### config.mk
export PLATFORM = sky130hd
export DESIGN_NAME = svc_rv_io_uart_tx
export DESIGN_NICKNAME = d
export VERILOG_FILES = /design/src/rtl/svc_rv_io_uart_tx.sv
export SDC_FILE = /design/constraint.sdc
export NUM_CORES = 1
export LEC_CHECK = 0
export CORE_ASPECT_RATIO = 1.25
export CORE_UTILIZATION = 46
export CTS_CLUSTER_DIAMETER = 100
export CTS_CLUSTER_SIZE = 40
export DETAILED_ROUTE_END_ITERATION = 8
export HOLD_SLACK_MARGIN = 0.05
export MAX_ROUTING_LAYER = met4
export PLACE_DENSITY = 0.83
export SLEW_MARGIN = 25
export SYNTH_ARGS = -nofsm -noshare
export SYNTH_HDL_FRONTEND = slang
export SYNTH_SLANG_ARGS = --single-unit
### constraint.sdc
create_clock -name clk -period 7.9 [get_ports clk]
set_clock_uncertainty 0.2 [all_clocks]
set_input_delay 1.975 -clock clk [delete_from_list [all_inputs] [get_ports clk]]
set_output_delay 1.975 -clock clk [all_outputs]
set_load 0.1 [all_outputs]
### src/rtl/svc_rv_io_uart_tx.sv
// rtl/svc_rv_io_uart_tx.sv - MMIO 8N1 UART transmitter with TX FIFO on the io_* bus
//
// Purpose:
//   CPU stores to TXDATA queue bytes in a small FIFO. A baud-rate FSM pops
//   them and serialises each one as an 8N1 frame on txd. STATUS and BAUD_DIV
//   are readable with the same one-cycle registered read latency as the io
//   BRAM that this block replaces or sits beside.
//
// Register map (word index = addr[3:2]):
//   0 TXDATA   write pushes wdata[7:0] (needs wstrb[0]); reads 0
//   1 STATUS   {28'b0, ovf, busy, empty, full}; write wdata[3]=1 clears ovf
//   2 BAUD_DIV [15:0] clk cycles per bit; write needs wstrb[1:0]==2'b11,
//              0 is stored as 1; takes effect at the next frame start
//   3 reserved reads 0, writes ignored
//
// Ports:
//   clk        system clock, rising edge
//   rst_n      asynchronous active-low reset
//   io_ren     read strobe
//   io_raddr   read byte address, only [3:2] decoded
//   io_rdata   read data, registered on the io_ren edge and held
//   io_wen     write strobe
//   io_waddr   write byte address, only [3:2] decoded
//   io_wdata   write data
//   io_wstrb   write byte strobes
//   txd        serial output, idle high, driven from a flop
//   busy       FSM not idle or FIFO non-empty

module svc_rv_io_uart_tx #(
  parameter int CLKS_PER_BIT = 16,
  parameter int FIFO_DEPTH   = 4
) (
  input  logic        clk,
  input  logic        rst_n,
  input  logic        io_ren,
  input  logic [31:0] io_raddr,
  output logic [31:0] io_rdata,
  input  logic        io_wen,
  input  logic [31:0] io_waddr,
  input  logic [31:0] io_wdata,
  input  logic [3:0]  io_wstrb,
  output logic        txd,
  output logic        busy
);

  localparam int            AW        = $clog2(FIFO_DEPTH);
  localparam int            CW        = AW + 1;
  localparam logic [CW-1:0] DEPTH_C   = CW'(FIFO_DEPTH);
  localparam logic [15:0]   RESET_DIV = 16'(CLKS_PER_BIT);

  localparam logic [1:0] REG_TXDATA = 2'd0;
  localparam logic [1:0] REG_STATUS = 2'd1;
  localparam logic [1:0] REG_BAUD   = 2'd2;

  typedef enum logic [1:0] {
    ST_IDLE  = 2'd0,
    ST_START = 2'd1,
    ST_DATA  = 2'd2,
    ST_STOP  = 2'd3
  } state_t;

  state_t        state, state_d;

  logic [7:0]    fifo_mem [FIFO_DEPTH];
  logic [AW-1:0] wr_ptr, rd_ptr;
  logic [CW-1:0] count;
  logic          fifo_empty, fifo_full;

  logic          ovf;
  logic [15:0]   baud_div;

  logic [15:0]   cur_div, cur_div_d;
  logic [15:0]   baud_cnt, baud_cnt_d;
  logic [2:0]    bit_idx, bit_idx_d;
  logic [7:0]    shift_q, shift_d;
  logic          txd_q, txd_d;
  logic          pop;

  logic          wr_txdata, wr_status, wr_baud, push_ok;
  logic [31:0]   rd_mux;
  logic          unused_bits;

  // Only the word index is decoded; the rest of the bus is deliberately ignored.
  assign unused_bits = ^{io_raddr[31:4], io_raddr[1:0], io_waddr[31:4],
                         io_waddr[1:0], io_wdata[31:16], io_wstrb[3:2]};

  assign wr_txdata  = io_wen && (io_waddr[3:2] == REG_TXDATA) && io_wstrb[0];
  assign wr_status  = io_wen && (io_waddr[3:2] == REG_STATUS) && io_wstrb[0];
  assign wr_baud    = io_wen && (io_waddr[3:2] == REG_BAUD) && (io_wstrb[1:0] == 2'b11);

  assign fifo_empty = (count == '0);
  assign fifo_full  = (count == DEPTH_C);

  // A full FIFO still accepts a byte when the FSM pops in the same cycle.
  assign push_ok    = wr_txdata && (!fifo_full || pop);

  assign busy       = (state != ST_IDLE) || !fifo_empty;
  assign txd        = txd_q;

  // ---------------------------------------------------------------- FIFO
  always_ff @(posedge clk) begin
    if (push_ok) begin
      fifo_mem[wr_ptr] <= io_wdata[7:0];
    end
  end

  always_ff @(posedge clk or negedge rst_n) begin
    if (!rst_n) begin
      wr_ptr <= '0;
      rd_ptr <= '0;
      count  <= '0;
    end else begin
      if (push_ok) begin
        wr_ptr <= wr_ptr + AW'(1);
      end
      if (pop) begin
        rd_ptr <= rd_ptr + AW'(1);
      end
      case ({push_ok, pop})
        2'b10:   count <= count + CW'(1);
        2'b01:   count <= count - CW'(1);
        default: ;
      endcase
    end
  end

  // ------------------------------------------------------ control registers
  always_ff @(posedge clk or negedge rst_n) begin
    if (!rst_n) begin
      ovf      <= 1'b0;
      baud_div <= RESET_DIV;
    end else begin
      if (wr_txdata && !push_ok) begin
        ovf <= 1'b1;
      end else if (wr_status && io_wdata[3]) begin
        ovf <= 1'b0;
      end
      if (wr_baud) begin
        baud_div <= (io_wdata[15:0] == 16'd0) ? 16'd1 : io_wdata[15:0];
      end
    end
  end

  // ---------------------------------------------------------- read port
  always_comb begin
    rd_mux = '0;
    case (io_raddr[3:2])
      REG_STATUS: rd_mux = {28'd0, ovf, busy, fifo_empty, fifo_full};
      REG_BAUD:   rd_mux = {16'd0, baud_div};
      default:    rd_mux = '0;
    endcase
  end

  // Status is sampled before any same-edge write lands, so a simultaneous
  // read/write of STATUS returns the pre-write value.
  always_ff @(posedge clk or negedge rst_n) begin
    if (!rst_n) begin
      io_rdata <= '0;
    end else if (io_ren) begin
      io_rdata <= rd_mux;
    end
  end

  // ------------------------------------------------------------ TX FSM
  always_ff @(posedge clk or negedge rst_n) begin
    if (!rst_n) begin
      state    <= ST_IDLE;
      cur_div  <= RESET_DIV;
      baud_cnt <= '0;
      bit_idx  <= '0;
      shift_q  <= '0;
      txd_q    <= 1'b1;
    end else begin
      state    <= state_d;
      cur_div  <= cur_div_d;
      baud_cnt <= baud_cnt_d;
      bit_idx  <= bit_idx_d;
      shift_q  <= shift_d;
      txd_q    <= txd_d;
    end
  end

  // baud_cnt counts down from div-1; reaching 0 marks the last cycle of a bit.
  // The divisor is latched per frame so BAUD_DIV writes never stretch a frame
  // already on the wire.
  always_comb begin
    state_d    = state;
    cur_div_d  = cur_div;
    baud_cnt_d = baud_cnt;
    bit_idx_d  = bit_idx;
    shift_d    = shift_q;
    txd_d      = txd_q;
    pop        = 1'b0;

    case (state)
      ST_IDLE: begin
        txd_d = 1'b1;
        if (!fifo_empty) begin
          pop        = 1'b1;
          shift_d    = fifo_mem[rd_ptr];
          cur_div_d  = baud_div;
          baud_cnt_d = baud_div - 16'd1;
          txd_d      = 1'b0;
          state_d    = ST_START;
        end
      end

      ST_START: begin
        if (baud_cnt == 16'd0) begin
          baud_cnt_d = cur_div - 16'd1;
          bit_idx_d  = 3'd0;
          txd_d      = shift_q[0];
          state_d    = ST_DATA;
        end else begin
          baud_cnt_d = baud_cnt - 16'd1;
        end
      end

      ST_DATA: begin
        if (baud_cnt == 16'd0) begin
          baud_cnt_d = cur_div - 16'd1;
          if (bit_idx == 3'd7) begin
            txd_d   = 1'b1;
            state_d = ST_STOP;
          end else begin
            bit_idx_d = bit_idx + 3'd1;
            txd_d     = shift_q[bit_idx + 3'd1];
          end
        end else begin
          baud_cnt_d = baud_cnt - 16'd1;
        end
      end

      ST_STOP: begin
        if (baud_cnt == 16'd0) begin
          if (!fifo_empty) begin
            // Chain straight into the next frame with no idle gap.
            pop        = 1'b1;
            shift_d    = fifo_mem[rd_ptr];
            cur_div_d  = baud_div;
            baud_cnt_d = baud_div - 16'd1;
            txd_d      = 1'b0;
            state_d    = ST_START;
          end else begin
            state_d = ST_IDLE;
          end
        end else begin
          baud_cnt_d = baud_cnt - 16'd1;
        end
      end

      default: begin
        state_d = ST_IDLE;
        txd_d   = 1'b1;
      end
    endcase
  end

endmodule

# Word-level counts from Yosys, hierarchy flattened
# Memory sizes are Yosys's and may differ from the RTL's.
# Index checks and enable logic that the tools add are counted.
# classes
addsub	8
order_cmp	1
n_eq_ne	19
n_mux	40
reduce_logical	29
# op_table
cell	count
16-bit 2-to-1 mux	6
16-bit one-hot mux with 2 select lines	2
16-bit one-hot mux with 3 select lines	1
16-bit by 1-bit subtractor with 16-bit output (second input constant)	3
16-bit logical NOT	2
8-bit 2-to-1 mux	2
8-bit one-hot mux with 2 select lines	1
1-bit 2-to-1 mux	14
2-bit inequality test (second input constant)	7
2-bit equality test (second input constant)	6
3-bit one-hot mux with 2 select lines	2
2-bit 2-to-1 mux	5
2-bit nonzero test	5
1-bit logical AND	9
3-bit 2-to-1 mux	3
2-bit by 1-bit equality test with 1-bit output (second input constant)	4
2-bit one-hot mux with 4 select lines	1
4-bit AND reduction	2
3-bit by 1-bit adder with 3-bit output (second input constant)	2
3-bit equality test (second input constant)	2
5-bit AND reduction	1
2-bit by 1-bit adder with 2-bit output (second input constant)	2
2-bit logical NOT	2
3-bit by 4-bit less-than comparator with 1-bit output (second input constant)	1
9 further kinds	12
# totals
ff_bits	102
mem_bits_rw	32
inputBits	104
out_inout_bits	34
elab_cells	110
n_memories	1
# mem_list
name	depth	word_bits	read_ports	rd_ports_with_merged_regs	wr	line_no	source
fifo_mem	4	8	1	0	1	64	logic [7:0] fifo_mem [FIFO_DEPTH];

# Logic depth before layout (Yosys ltp)
# depth
ltp_word	9
ltp_mapped	15
depth_no_buf	14

# Worst setup path before layout
# No wires, ideal clock.
# synth_timing
path_type	input to register
from	input io_wstrb[0]
to	register count[2]
setup_ps	79
arrival_time_ps	3420
t_required_ps	7621
slack_ps	4201
cell_stages	11
path_buffers	1
cell_sequence	nand2_1 nor2_1 and3_1 clkbuf_1 inv_1 ha_1 inv_1 fa_1 xor2_1 nor2_1 xor2_1
# synth_between
elab_chain_len	4
word_cells_on_any_way	6
classes_between	eq/ne: 2; mux: 1; reduce/logical: 3
# synth_rtl
element	line_no	source
start, declared	41	input logic [3:0] io_wstrb,
1-bit logical AND (*)	87	assign wr_txdata = io_wen && (io_waddr[3:2] == REG_TXDATA) && io_wstrb[0];
1-bit logical AND (*)	95	assign push_ok = wr_txdata && (!fifo_full || pop);
2-bit by 1-bit equality test with 1-bit output or 2-bit equality test (tied branches)	119	case ({push_ok, pop})
3-bit one-hot mux with 2 select lines or 2-bit nonzero test (tied branches)	n/a	
end signal, assigned	120	2'b10: count <= count + CW'(1);
end signal, assigned	121	2'b01: count <= count - CW'(1);
end, declared	66	logic [CW-1:0] count;
# Mark *: on every way between the ends. The rest lies on a longest branch, timed or not.
# A chain may end at the register's enable or synchronous reset.

# Final worst setup path
# layout_timing
from	register state[0]
to	output busy
# layout_between
elab_chain_len	2
# layout_rtl
element	line_no	source
start, declared	62	state_t state, state_d;
start signal, assigned	174	state <= state_d;
2-bit nonzero test	97	assign busy = (state != ST_IDLE) || !fifo_empty;
1-bit logical OR	97	
end, declared	43	output logic busy
# No other way between the ends.

==> out/qor.yml <==
cts.sinks: 118
whs_ns: 0.3059
async_flop_share_pct: 72.88
pwr-share-comb_pct: 40.8
vias: 4635
placed_cell_area_um2: 6718
drive_gt1_share_pct: 16.01
cpPeakStageDelay_ns: 1.16
die_w_um: 106.3
r2r_setup_slack_ns: 3.99
leakage_nw: 2.954
finalSetupViolCount: 0
clockRootBuffer: "clkbuf_16"
final_area_um2: 7306
clk_latency_ns: 0.42
ys_seq_elements: 118
cpLargestDelayFamily: "buffers and inverters"
min_from: "shift_q[5]"
critPathArrivalTime_ns: 2.52
antenna_found_initial: 0
synth_edf_count: 32
num_rows: 47
max-clock-path-buffers: 2
layout.nets: 716
reg2regPathDepth: 10
vias_per_cell: 5.965
fin_tns_setup_ns: 0
power.share.clock_pct: 25.6
first_iter_violations: 343
area_growth_pct: 16.80
holdCritPathClass: "reg -> reg"
path_depth: 4
yosys-top-cells-area: "dfrtp_1, edfxtp_1, mux2_2"
path_buf_inv: 2
power.density_nw_per_um2: 409.4
grt_use_total_pct: 22.96
drv_cap: 0
avgSynthCellArea_um2: 11.11
end_kind: "primary output"
cp.required_ns: 5.73
ys_types: 60
grt-ovfl-total: 0
grt_pass1_wl_mm: 24.31
crit_chain: "inv_1 > ha_1 > nand2_1 > clkdlybuf4s50_1"
slew_viol_final: 0
cts_made_buffers: 17
dieArea_um2: 14070
htreeDepth: 4
ys_seq_area_share_pct: 49.83
synth_top_area_share_pct: 33.21
clk_pin_slew_ns: 0.06
dp_cells: 745
swShare_pct: 40.97
die_h_um: 132.4
fin_cells: 777
register_area_um2: 3117
period_share_pct: 59.44
path_class: "reg -> out"
timing.rr.end: "count[1]"
cts_setup_buffers: 0
cts_tree: "done"
holdPathEnd: "shift_q[5]"
vdd_drop_max_uv: 244.9
antennaDiodeCount: 0
relSlewSlack_pct: 32.65
start_util_pct: 47.27
core_area_um2: 13230
p_int_mw: 1.765
min_path_cells: 1
wl_mm: 14.43
fmax_ghz: 0.2130
synth_ff_type: "dfrtp_1"
crit_path_start_kind: "flop"
dr.pass1.iters: 5
switchingPower_mw: 1.225
drc: 0
dpl.hpwl_mm: 9.604
synth_top_area_cell: "dfrtp_1"
yosysWarnings: 0
syn_inst: 563
multi_input_area_um2: 2830
hold_buffers: 0
ant_nets: 0
crit_path_max_fanout: 6
post_cts_resized: 0
num-fill-cells: 1010
cpMaxStageDelayCell: "clkdlybuf4s50_1"
grt_start_max_net_pins: 87
wire_per_inst_um: 18.57
syn_area_um2: 6255
power_mw: 2.991
gp_congestion: 0.8961
final-hold-violation-count: 0
tightest_slew_ns: 1.010
rsz0062_at_grt: "false"
grt_pass1_vias: 4827
port_buffers: 43
status: "finished clean"
power_frac_seq_pct: 33.6
rr_startpoint: "baud_cnt[4]"
finalWorstPathRequiredPeriod_ns: 4.695
num_io_pins: 138
[final cells by class]
class / count / area share, %
sequential: 118 / 42.66
multi-input combinational: 379 / 38.74
timing repair buffer: 44 / 6.011
clock buffer: 17 / 5.823
tap: 171 / 2.929
clock inverter: 15 / 2.141
inverter: 33 / 1.695
[cell usage after synthesis (all sizes together), types with 20 or more instances]
cell type	n
clkbuf	24
o21ai	31
xor2	21
edfxtp	32
xnor2	20
nor2	43
dfrtp	83
nand2	24
buf	24
inv	33
mux2	41
[worst reg2reg max path, delay by kind of cell (launching register included)]
family	cells	cell delay [ns]
buf+inv	2	0.18
fa+ha+maj	2	0.61
flops	1	0.47
simple gates	3	1.64
compound gates	3	0.73
[flip-flops by register name (all words and copies together), names as in the netlist]
name      count
io_rdata     16
baud_div     16
wr_ptr        2
ovf           1
txd           1
baud_cnt     16
shift_q       8
cur_div      16
state         2
rd_ptr        2
count         3
fifo_mem     32
bit_idx       3
[metal layers]
| metal | global-route usage, % | routed length [um] | part of all wire, % | vias to the layer above |
|---|---|---|---|---|
| met3 | 5.091 | 806 | 5.6 | 55 |
| li1 | - | - | - | 2083 |
| met5 | - | 0 | 0 | - |
| met4 | 12.89 | 573 | 4.0 | 0 |
| met2 | 37.63 | 7416 | 51 | 212 |
| met1 | 25.74 | 5629 | 39 | 2285 |
[stage by stage]
stage,worst slack [ns],utilization (%)
3_3_place_gp,3.665,50.74
4_1_cts,3.196,55.17
3_5_place_dp,3.653,50.77
2_1_floorplan,4.201,-
6_report,3.205,55.22
5_1_grt,3.106,55.22
[power by group through the flow]
stage | Clock, mW | Combinational, mW | Sequential (mW)
2_1_floorplan | 0 | 0.926 | 0.998
3_3_place_gp | 0 | 1.14 | 0.993
3_5_place_dp | 0 | 1.19 | 1.01
4_1_cts | 0.770 | 1.21 | 0.999
5_1_grt | 0.795 | 1.33 | 1.03
6_report | 0.765 | 1.22 | 1.00
[cells by family after synthesis]
kind of cell | share of synthesized area (%)
adders and majority gates | 3.921
other | 0.05995
and+or+nand+nor | 12.36
buffers and inverters | 6.001
muxes | 11.30
AOI/OAI and AO/OA | 10.78
DFF | 49.83
xor gates and xnor gates | 5.741
[worst max-delay path by stage]
| stage | from | end | slack [ns] |
|---|---|---|---|
| 6_report | state[0] | busy | 3.20 |
| 3_5_place_dp | state[0] | busy | 3.65 |
| 4_1_cts | state[0] | busy | 3.20 |
| 2_1_floorplan | io_wstrb[0] | count[2] | 4.20 |
| 5_1_grt | state[0] | busy | 3.11 |
| 3_3_place_gp | state[0] | busy | 3.66 |
[layout by cell type (no fill, tap or decap), types with 14 or more instances in the layout]
master	netlist	layout
nor4_1	15	15
clkdlybuf4s50_1	0	42
clkbuf_16	0	17
nor2_1	43	43
nor3_1	15	14
xor2_1	21	21
xnor2_1	20	20
mux2_2	41	41
inv_1	33	33
conb_1	1	16
dfrtp_1	83	83
nand2_1	24	24
edfxtp_1	32	32
a21oi_1	18	17
ha_1	18	17
o21ai_0	31	31
Note: power is estimated with default switching activity, not from simulation.
==> patch (config.mk and constraints unchanged) <==
`shift_q` no longer has a reset.
--- a/src/rtl/svc_rv_io_uart_tx.sv
+++ b/src/rtl/svc_rv_io_uart_tx.sv
@@ -168,16 +168,18 @@
       cur_div  <= RESET_DIV;
       baud_cnt <= '0;
       bit_idx  <= '0;
-      shift_q  <= '0;
       txd_q    <= 1'b1;
     end else begin
       state    <= state_d;
       cur_div  <= cur_div_d;
       baud_cnt <= baud_cnt_d;
       bit_idx  <= bit_idx_d;
-      shift_q  <= shift_d;
       txd_q    <= txd_d;
     end
+  end
+
+  always_ff @(posedge clk) begin
+    shift_q <= shift_d;
   end
 
   // baud_cnt counts down from div-1; reaching 0 marks the last cycle of a bit.
Formal check against the unedited RTL: no difference found for any inputs over 4 cycles, from zero or initial values and one cycle with rst_n low; that may be too few to reach the edited logic, so the function may still have changed.
==> patch against the unedited design <==
  * Wire length up 6.1%
  * Largest power group unchanged
  * Synthesized cell count up 0.18%
  * Total power up 5.2%
  * Area after synthesis up 1.1%
  * Combinational power up 6%
  * Global-route usage up 0.88 points
  * Setup slack worse by 0.095 ns
  * Sequential cell count unchanged
  * Core utilization up 0.41 points
  * First-iteration DRC count up 24%
  * Final area up 1.6%
==> patch: results (changes against the unedited design) <==
status=finished, final reports clean; library cells used by synthesis=68 (+13%); share of layout cells above drive strength 1=14.9% (-1.1 points); total track usage=23.8% (+0.88 points); DR vias=4787 (+3.3%); initial DRC count=424 (+24%); Sw Share=41.1% (+0.17 points); Async S/R FF share, synth=66.1% (-6.8 points); n_diodes=0 (unchanged); Port Buf Inserts=43 (unchanged); Leak=2.98 nW (+0.78%); met2 WL=7.94 mm (+7.0%); Largest register FFs=32 (unchanged); Arr. time, crit path=2.62 ns (+0.10 ns); first-pass GRT wire length=25.3 mm (+3.9%); Core Region=13300 um2 (+0.89%); met1 wire length=5.64 mm (+0.11%); Fill cells=1025 (+1.5%); Final #Nets=722 (+0.84%); Synth area leaders=dfrtp_1 (30%), edfxtp_1 (19%), mux2_2 (4.6%); routability cong.=0.862 (-3.8%); number of global-route vias before repair=4924 (+2.0%); DP Wirelength=9.85 mm (+2.6%); sequential cell area fraction in the yosys report=49.9% (+0.071 points); largest net degree at the start of global routing=79 (-9.2%); Post-CTS Setup Repair Bufs=0 (unchanged); routed len/inst=19.5 um (+5.3%); Worst path max stage delay=1.00 ns (-0.16 ns); Root Driver=clkbuf_16; EDFF count, synth=40 (+25%); CTS buffer count=17 (unchanged); Synth top cells by count=dfrtp_1 (75), nor2_1 (44), edfxtp_1 (40), inv_1 (37), nand2_1 (28); Tightest Pin Transition=1.01 ns (-0.000225 ns); Worst VDD drop=0.000255 V (+4.0%); crit-path max FO=26 (+20); Clk pin slew, worst setup/hold paths=0.06 ns (about the same); met3 WL post-DR=998 um (+24%); Detailed Routing Iterations Pass 1=5 (unchanged); Clock Path Buffers=2 (unchanged); worst hold path class=reg -> reg
patch: cell types whose count changed after synthesis, sizes merged, moves of 5 or more:
| cell | unedited run | this run |
|---|---|---|
| a22oi | 11 | 6 |
| a31oi | 0 | 10 |
| dfrtp | 83 | 75 |
| edfxtp | 32 | 40 |
| mux2 | 41 | 32 |
| nand2 | 24 | 29 |
| nand4 | 2 | 7 |
| o21ai | 31 | 24 |
| or3 | 8 | 3 |
patch: layer usage:
layer  GRT usage [%]  vias to the layer above
met1            26.3                     2341
met5               -                        -
li1                -                     2107
met3            5.68                       73
met4            13.0                        0
met2            39.6                      266
patch: area by class of cell:
| cell class | count | share of cell area (%) |
|---|---|---|
| flip-flops and latches | 118 | 42.5 |
| inverters | 37 | 1.87 |
| repair buffers | 45 | 6.02 |
| well taps | 171 | 2.88 |
| clock inverters | 14 | 2.56 |
| multi-input cells | 380 | 38.2 |
| clock buffers | 18 | 5.91 |
patch: metrics by stage:
step | total power [mW] | instances | cell area [um2] | worst slack [ns] | utilization (%)
floorplan | 1.99 | 579 | 6380 | 3.85 | -
global placement | 2.18 | 751 | 6790 | 3.67 | 50.9
detailed placement | 2.26 | 751 | 6790 | 3.60 | 50.9
CTS | 3.13 | 783 | 7420 | 3.16 | 55.6
global route | 3.29 | 783 | 7430 | 3.04 | 55.6
finish | 3.15 | 783 | 7430 | 3.11 | 55.6
patch: final timing paths:
| check | start | cells after the start | slack, ns | to |
|---|---|---|---|---|
| max | count[1]$_DFFE_PN0P_ | 4 | 3.11 | busy |
| min | txd$_DFFE_PN1P_ | 2 | 0.32 | txd$_DFFE_PN1P_ |
| max reg2reg | state[1]$_DFFE_PN0P_ | 13 | 3.87 | count[2]$_DFFE_PN0P_ |
| min reg2reg | txd$_DFFE_PN1P_ | 2 | 0.32 | txd$_DFFE_PN1P_ |
| max in group asynchronous | rst_n | 1 | 5.62 | baud_cnt[8]$_DFF_PN0_ |
| min in group asynchronous | rst_n | 1 | 1.36 | baud_cnt[13]$_DFF_PN0_ |
patch: logic make-up (layout without fill, tap and decap cells):
logic type	after synthesis	after routing	synth area share, %
AND/OR/NAND/NOR	157	157	13.4
adder cells (fa/ha/maj)	19	19	3.88
multiplexers	43	43	9.71
AO/OA/AOI/OAI	103	103	11.1
buffers and inverters	81	114	6.17
flip-flops	118	118	49.9
XOR/XNOR	42	42	5.81
other	1	16	0.0593
patch: power by group through the flow:
stage	combinational [mW]	sequential, mW	clock, mW
finish	1.29	1.03	0.825
global route	1.38	1.06	0.850
CTS	1.27	1.03	0.827
detailed placement	1.23	1.03	0
global placement	1.17	1.01	0
floorplan	0.960	1.03	0
patch: worst max-delay path, delay by kind of cell (launching register included):
family | cells | cell delay [ns]
AND/OR/NAND/NOR | 2 | 0.38
flip-flops | 1 | 0.45
buffers and inverters | 2 | 1.35
